$ cat config.mk
export PLATFORM = sky130hd
export DESIGN_NAME = fp_alu_issue_ctrl
export DESIGN_NICKNAME = d
export VERILOG_FILES = /design/src/rtl/fp_alu_issue_ctrl.sv
export SDC_FILE = /design/constraint.sdc
export NUM_CORES = 1
export LEC_CHECK = 0
export CAP_MARGIN = 15
export CORE_MARGIN = 1.5
export CORE_UTILIZATION = 49
export CTS_BUF_LIST = sky130_fd_sc_hd__clkbuf_16
export DETAILED_ROUTE_END_ITERATION = 10
export PLACE_DENSITY = 0.8
export SLEW_MARGIN = 30
export SYNTH_ARGS = -nofsm -noshare
export SYNTH_HDL_FRONTEND = slang
export SYNTH_SLANG_ARGS = --single-unit
export TNS_END_PERCENT = 5
$ cat constraint.sdc
create_clock -name clk -period 3.1 [get_ports clk]
set_input_delay 0.465 -clock clk [delete_from_list [all_inputs] [get_ports clk]]
set_output_delay 0.465 -clock clk [all_outputs]
set_load 0.01 [all_outputs]
$ cat src/rtl/fp_alu_issue_ctrl.sv
// rtl/fp_alu_issue_ctrl.sv - command FIFO, issue sequencer and result capture around a combinational FP ALU
//
// Commands are queued in a small FIFO and handed to the ALU one at a time.
// The ALU operands are held stable for SETTLE_CYCLES cycles so the deep
// mul/div paths have settled before the result and flags are captured.
// Illegal opcodes never reach the ALU and return a zero result with the
// illegal flag set. Flag vectors are ordered {illegal, exc, ovf, unf}.

module fp_alu_issue_ctrl #(
    parameter int FIFO_DEPTH    = 4,
    parameter int SETTLE_CYCLES = 4,
    parameter int TAG_W         = 4
) (
    input  logic             clk,
    input  logic             rst_n,
    input  logic             cmd_valid,
    output logic             cmd_ready,
    input  logic [3:0]       cmd_op,
    input  logic [31:0]      cmd_a,
    input  logic [31:0]      cmd_b,
    input  logic [TAG_W-1:0] cmd_tag,
    output logic [31:0]      alu_a,
    output logic [31:0]      alu_b,
    output logic [3:0]       alu_op,
    input  logic [31:0]      alu_result,
    input  logic             alu_exc,
    input  logic             alu_ovf,
    input  logic             alu_unf,
    output logic             res_valid,
    input  logic             res_ready,
    output logic [31:0]      res_data,
    output logic [3:0]       res_flags,
    output logic [TAG_W-1:0] res_tag,
    output logic [3:0]       sticky_flags,
    input  logic             flag_clear
);

    localparam int AW    = $clog2(FIFO_DEPTH);
    localparam int CW    = (SETTLE_CYCLES > 1) ? $clog2(SETTLE_CYCLES) : 1;
    localparam int ENT_W = 4 + 32 + 32 + TAG_W;
    localparam logic [CW-1:0] CNT_LAST = CW'(SETTLE_CYCLES - 1);

    typedef enum logic [1:0] {
        S_IDLE,
        S_ISSUE,
        S_ILLEGAL,
        S_HOLD
    } state_t;

    // FIFO storage and pointers; the extra pointer bit separates full from empty
    logic [ENT_W-1:0] r_fifo_mem [FIFO_DEPTH];
    logic [AW:0]      r_wr_ptr;
    logic [AW:0]      r_rd_ptr;

    logic             w_empty;
    logic             w_full;
    logic             w_push;
    logic             w_pop;
    logic [ENT_W-1:0] w_head;
    logic [3:0]       w_head_op;
    logic [31:0]      w_head_a;
    logic [31:0]      w_head_b;
    logic [TAG_W-1:0] w_head_tag;
    logic             w_head_legal;

    // Sequencer state and registered outputs
    state_t           r_state;
    logic [CW-1:0]    r_cnt;
    logic [TAG_W-1:0] r_cur_tag;
    logic [31:0]      r_alu_a;
    logic [31:0]      r_alu_b;
    logic [3:0]       r_alu_op;
    logic             r_res_valid;
    logic [31:0]      r_res_data;
    logic [3:0]       r_res_flags;
    logic [TAG_W-1:0] r_res_tag;
    logic [3:0]       r_sticky;

    logic             w_issue_last;
    logic             w_capture;
    logic [3:0]       w_new_flags;

    assign w_empty = (r_wr_ptr == r_rd_ptr);
    assign w_full  = (r_wr_ptr[AW] != r_rd_ptr[AW]) &&
                     (r_wr_ptr[AW-1:0] == r_rd_ptr[AW-1:0]);

    // Held low while in reset so nothing is offered to an upstream that is also resetting
    assign cmd_ready = rst_n && !w_full;
    assign w_push    = cmd_valid && cmd_ready;
    assign w_pop     = (r_state == S_IDLE) && !w_empty;

    assign w_head       = r_fifo_mem[r_rd_ptr[AW-1:0]];
    assign w_head_op    = w_head[ENT_W-1 -: 4];
    assign w_head_a     = w_head[TAG_W+63 -: 32];
    assign w_head_b     = w_head[TAG_W+31 -: 32];
    assign w_head_tag   = w_head[TAG_W-1:0];
    assign w_head_legal = (w_head_op >= 4'd1) && (w_head_op <= 4'd11);

    assign w_issue_last = (r_state == S_ISSUE) && (r_cnt == CNT_LAST);
    assign w_capture    = w_issue_last || (r_state == S_ILLEGAL);
    assign w_new_flags  = (r_state == S_ILLEGAL) ? 4'b1000
                                                 : {1'b0, alu_exc, alu_ovf, alu_unf};

    // FIFO pointer update; push and pop may coincide
    always_ff @(posedge clk) begin
        if (!rst_n) begin
            r_wr_ptr <= '0;
            r_rd_ptr <= '0;
        end else begin
            if (w_push) begin
                r_wr_ptr <= r_wr_ptr + 1'b1;
            end
            if (w_pop) begin
                r_rd_ptr <= r_rd_ptr + 1'b1;
            end
        end
    end

    // FIFO payload write; contents are don't-care until the pointers say otherwise
    always_ff @(posedge clk) begin
        if (w_push) begin
            r_fifo_mem[r_wr_ptr[AW-1:0]] <= {cmd_op, cmd_a, cmd_b, cmd_tag};
        end
    end

    // Issue FSM: pop, hold ALU inputs for the settle window, capture, wait for consumer
    always_ff @(posedge clk) begin
        if (!rst_n) begin
            r_state     <= S_IDLE;
            r_cnt       <= '0;
            r_cur_tag   <= '0;
            r_alu_a     <= '0;
            r_alu_b     <= '0;
            r_alu_op    <= '0;
            r_res_valid <= 1'b0;
            r_res_data  <= '0;
            r_res_flags <= '0;
            r_res_tag   <= '0;
        end else begin
            case (r_state)
                S_IDLE: begin
                    if (!w_empty) begin
                        r_cur_tag <= w_head_tag;
                        r_cnt     <= '0;
                        if (w_head_legal) begin
                            r_alu_a  <= w_head_a;
                            r_alu_b  <= w_head_b;
                            r_alu_op <= w_head_op;
                            r_state  <= S_ISSUE;
                        end else begin
                            r_state  <= S_ILLEGAL;
                        end
                    end
                end
                S_ISSUE: begin
                    if (w_issue_last) begin
                        r_res_data  <= alu_result;
                        r_res_flags <= w_new_flags;
                        r_res_tag   <= r_cur_tag;
                        r_res_valid <= 1'b1;
                        r_alu_op    <= '0;
                        r_alu_a     <= '0;
                        r_alu_b     <= '0;
                        r_state     <= S_HOLD;
                    end else begin
                        r_cnt <= r_cnt + 1'b1;
                    end
                end
                S_ILLEGAL: begin
                    r_res_data  <= '0;
                    r_res_flags <= w_new_flags;
                    r_res_tag   <= r_cur_tag;
                    r_res_valid <= 1'b1;
                    r_state     <= S_HOLD;
                end
                S_HOLD: begin
                    if (res_ready) begin
                        r_res_valid <= 1'b0;
                        r_state     <= S_IDLE;
                    end
                end
                default: begin
                    r_state <= S_IDLE;
                end
            endcase
        end
    end

    // Sticky flags; a capture on the clearing edge survives the clear
    always_ff @(posedge clk) begin
        if (!rst_n) begin
            r_sticky <= '0;
        end else if (w_capture && flag_clear) begin
            r_sticky <= w_new_flags;
        end else if (flag_clear) begin
            r_sticky <= '0;
        end else if (w_capture) begin
            r_sticky <= r_sticky | w_new_flags;
        end
    end

    assign alu_a        = r_alu_a;
    assign alu_b        = r_alu_b;
    assign alu_op       = r_alu_op;
    assign res_valid    = r_res_valid;
    assign res_data     = r_res_data;
    assign res_flags    = r_res_flags;
    assign res_tag      = r_res_tag;
    assign sticky_flags = r_sticky;

endmodule

### After elaboration in Yosys (flattened, before gate mapping)

Memories as Yosys holds them, arrays and structs flattened. A register that Yosys moved wholly into a read port is not among the register bits.
Cells that the tools add are included.

* eq/ne operators: 12
* order comparisons: 2
* bitwise logic cells: 2
* mux-type cells: 36
* add/subtract/negate cells: 3
* reduce and logical (&&, ||, !) cells: 21

Operators with widths (count)
* two-way mux 32 bit: 6
* case mux 32 bit (2 select lines): 3
* two-way mux 4 bit: 9
* case mux 4 bit (2 select lines): 3
* two-way mux 2 bit: 8
* != test 2 bit (second input constant): 5
* AND reduction 3 bit: 3
* case mux 2 bit (4 select lines): 1
* logical AND 1 bit: 7
* adder 3 x 1 -> 3 bit (second input constant): 2
* == test 2 bit (second input constant): 3
* nonzero test 3 bit: 2
* greater-or-equal comparator 4 x 1 -> 1 bit (second input constant): 1
* <= comparator 4 bit (second input constant): 1
* two-way mux 1 bit: 4
* bitwise OR 4 bit: 1
* case mux 2 bit (2 select lines): 1
* AND reduction 2 bit: 2
* AND reduction 4 bit: 1
* nonzero test 2 bit: 2
* == test 3 bit: 1
* case mux 1 bit (3 select lines): 1
* adder 2 x 1 -> 2 bit (second input constant): 1
* == test 2 x 1 -> 1 bit (second input constant): 1
* 6 further kinds: 7

* word-level logic and storage cells: 90
* register bits: 127
* RAM bits: 288
* memories kept: 1

Memory list
* r_fifo_mem: words 4, width 72, rd ports 1, clocked after memory_dff 1, write ports 1, RTL line 51 `logic [ENT_W-1:0] r_fifo_mem [FIFO_DEPTH];`

### Logic depth before layout (Yosys ltp)

* depth after elaboration: 7
* mapped depth: 9
* gate-level depth less buffers: 7

### Least setup slack after synthesis

Ideal clock, no wire load.

* kind: input port to flip-flop
* from: input port rst_n
* to: memory r_fifo_mem[1][0] in the netlist's numbering (enable)
* setup slack: -0.258 ns
* buffers on the path: 2
* stages on the path: 4
* arrival time: 2.919 ns
* cells stage by stage: clkbuf_1 -> clkbuf_1 -> o21a_1 -> and3_1

* word-level cells in the longest chain between the ends: 4

Ends and longest elaborated chain
* from (decl): RTL line 15 `input logic rst_n,`
* logical AND 1 bit: RTL line 88 `assign cmd_ready = rst_n && !w_full;`
* named net cmd_ready: RTL line 17 `output logic cmd_ready,`
* logical AND 1 bit: RTL line 89 `assign w_push = cmd_valid && cmd_ready;`
* two-way mux 1 bit: RTL line 121 `if (w_push) begin`
* two-way mux 1 bit (not written as such): RTL line 122 `r_fifo_mem[r_wr_ptr[AW-1:0]] <= {cmd_op, cmd_a, cmd_b, cmd_tag};`
* to (decl): RTL line 51

The timed path passes the listed nets, and every way through them passes these cells.

### Final worst setup path

* from: register r_wr_ptr[0]
* to: output port cmd_ready

* word-level cells in the longest chain between the ends: 4

Ends and longest elaborated chain
* from (decl): RTL line 52 `logic [AW:0] r_wr_ptr;`
* from (signal assigned): RTL line 111 `r_wr_ptr <= r_wr_ptr + 1'b1;`
* == test 2 bit: RTL line 85 `(r_wr_ptr[AW-1:0] == r_rd_ptr[AW-1:0]);`
* logical AND 1 bit: RTL line 84 `assign w_full = (r_wr_ptr[AW] != r_rd_ptr[AW]) &&`
* logical NOT 1 bit: RTL line 88
* logical AND 1 bit: RTL line 88
* to (decl): RTL line 17

Every way passes these cells.

==> results.txt <==
CP cell instances: xnor2_1 > nand2_1 > o21a_1 > clkdlybuf4s50_1
Clk Latency, worst-skew pair: 0.53 ns
Initial antenna violation count: 4
Compound-Gate Fraction of Synth Area: 0.0267
Fmax: 385 MHz
Share of the synthesized area in the top cell type: 0.556
Kind of cell adding the most delay to the critical path: buffers and inverters
Iter 0 DRT Violations: 466
Root buffer selected by CTS: clkbuf_16
Worst path bufs/invs: 1
Clock Sinks: 417
Share of cells above drive strength 1: 0.139
Ys async rst share: 0
Avg Vias per Cell: 5.37
Multiplexer share of the synthesized area: 0.154
Worst-path clk slew: 0.06 ns
Top post-synthesis cells by area: edfxtp_1 56%, dfxtp_1 17%, mux4_2 10%, mux2i_1 5.0%, nand2_1 3.6%
Final non-filler cell total: 1,602
Row cnt: 65
Synth area leader: edfxtp_1
Die H: 181 um
Area share of xor/xnor cells in the synthesized design: 0.00394
TritonCTS buffer count: 43
Worst Path Arrival: 2.13 ns
Core footprint: 31,400 sq um
Total GRT Usage: 0.202
DRC violations left: 0
Post-synth EDFFs: 288
Main combinational cell family by area after synthesis: multiplexers
Post-Syn Area: 15,600 sq um
Power Dens Cells: 831 nW/um^2
Post-Synth Adder-Cell Area: 0.00885
Die area: 32,800 sq um
Dominant synthesized flop cell: edfxtp_1
Port bufs: 225
Post-CTS Setup Bufs: 0
H-tree levels: 2
Run status: finished, final reports clean
Req. time, crit path: 2.63 ns
Max Cap Viol: 0
Syn-to-layout area delta: 27.3%
Gpl congestion: 0.756
Final Hold Violating Endpoints: 0
Placed cell areas: 18,300 sq um
Die Span X: 181 um
Register area share after synthesis: 0.722
Max Slew Vio Count: 0
Final setup violation count: 0
Vias in the first global route: 9,242
Final wirelength: 32,700 um
CTS tree: done
Final period util: 0.837
Gr ovfl total: 0
Synth warnings: 0
Slew @ Worst Pin: 0.808 ns
Synth cell types: 37
WL/cell: 20.4 um
I/O Pins: 226
Final critical-path required period: 2.59 ns
Clock Skew: 0.0122 ns
VDD IR-drop max: 0.571 mV
CP peak stage delay: 0.52 ns
PostCTS Resize Cnt: 0
Synth Area in Simple Gates: 0.0648
Unrepaired setup endpoints after global routing: no
First-pass GRT wire length: 50,800 um
Post-synthesis instance total: 928
Via count: 8,605
Antenna-violating nets left: 0
Bufs on Longest Clock Path: 3
Final Util: 0.631
Leak: 6.87 nW
Post-Place Cells: 1,520
Crit. End Element: output pin
First drt pass iteration count: 5
Filler cell count: 2,256
Max transition margin: 0.462
Synthesized net count: 1,051
#FFs+latches synth: 417
Layout Nets: 1,286
Syn avg cell area: 16.8 sq um
Initial Util: 0.495
CP max stage cell: clkdlybuf4s50_1
Fin area: 19,800 sq um
Max FO, Critical Path: 5
Cts hold-fix bufs: 0
Post-DP HPWL: 19,400 um
Largest net degree at the start of global routing: 86
Crit start category: register
Overall Power: 16.5 mW
Worst Setup Path Type: reg2out
Worst hold path type: reg2reg
logic make-up (layout without fill, tap and decap cells):
kind of cell	count (synthesis)	after routing
buf+inv	63	332
other cells	0	3
fa+ha+maj	11	11
xor+xnor	7	7
mux	150	150
flops	417	417
simple gates	222	222
compound gates	58	58
metal layers:
metal | vias to the layer above | track usage | wire [um]
li1 | 3972 | - | -
met1 | 4316 | 0.245 | 13200
met2 | 262 | 0.358 | 16900
met3 | 53 | 0.0462 | 1960
met4 | 2 | 0.0603 | 631
met5 | - | 0 | 13
Yosys cell counts (2+ instances only):
master       n
and2_1       6
nor2b_1     45
mux2i_1     78
a21boi_1     8
nor2_1       3
buf_1        6
a31oi_1      2
a22oi_1     32
dfxtp_1    129
edfxtp_1   288
o21ai_1      2
buf_4        6
nand3_1      2
and3_1       4
o2111ai_1    2
xnor2_1      6
a21oi_1      4
nand2b_1     7
ha_1        11
nor3b_1      2
inv_1        8
nand2_1    149
clkbuf_1    39
o21ai_0      3
buf_8        2
mux4_2      72
o21a_1       2
report_power, final:
part           internal [mW]  switching (mW)  total, mW
clock network           3.17            2.05       5.23
logic                   2.28            2.06       4.34
registers               6.52           0.361       6.88
worst reg2reg max path: stages, from the launching register on:
cell and delay, ns:
dfxtp_4 0.40, mux4_2 0.52, or4_1 0.56, a21oi_1 0.15
or3_4 0.26, buf_4 0.28, mux2i_1 0.25
state kept, by name (all words and copies together), names as in the netlist, named ones only:
name and count:
r_rd_ptr 3, alu_b 32, alu_a 32, res_flags 4, r_cur_tag 4, res_valid 1, res_tag 4, alu_op 4
res_data 32, r_state 2, r_cnt 2, sticky_flags 4, r_fifo_mem 288, r_wr_ptr 3
per-stage QoR:
step	TNS, ns	worst slack, ns	hold WS [ns]
detailed placement	0	0.639	0.454
finish	0	0.505	0.456
global route	0	0.318	0.473
global placement	0	0.670	0.441
CTS	0	0.487	0.462
floorplan	-37.08	-0.258	0.461
final timing paths:
path	from	to	slack, ns	depth (start not counted)
max reg2reg	register	alu_b[24]$_SDFFE_PN0P_	0.59	6
max	r_wr_ptr[0]$_SDFFE_PN0P_	cmd_ready	0.51	4
min	alu_b[31]$_SDFFE_PN0P_	alu_b[31]$_SDFFE_PN0P_	0.46	2
min reg2reg	alu_b[31]$_SDFFE_PN0P_	alu_b[31]$_SDFFE_PN0P_	0.46	2
area by class of cell:
| cell class | count | area, sq um | area share |
|---|---|---|---|
| diodes | 3 | 7.51 | 0.000379 |
| clock buffers | 46 | 1150 | 0.0581 |
| clock inverters | 33 | 303 | 0.0153 |
| inverters | 8 | 31.3 | 0.00158 |
| multi-input cells | 448 | 4070 | 0.205 |
| flip-flops and latches | 417 | 11200 | 0.568 |
| well taps | 402 | 503 | 0.0254 |
| repair buffers | 245 | 2500 | 0.126 |
cells in the final DEF, fill, tap and decap left out, types with 32 or more instances in the layout:
cell type,count
a22oi_1,32
clkbuf_16,46
clkdlybuf4s50_1,224
dfxtp_1,127
edfxtp_1,288
mux2i_1,77
mux4_2,72
nand2_1,149
nor2b_1,44
Power figures use the tool's default switching activity.
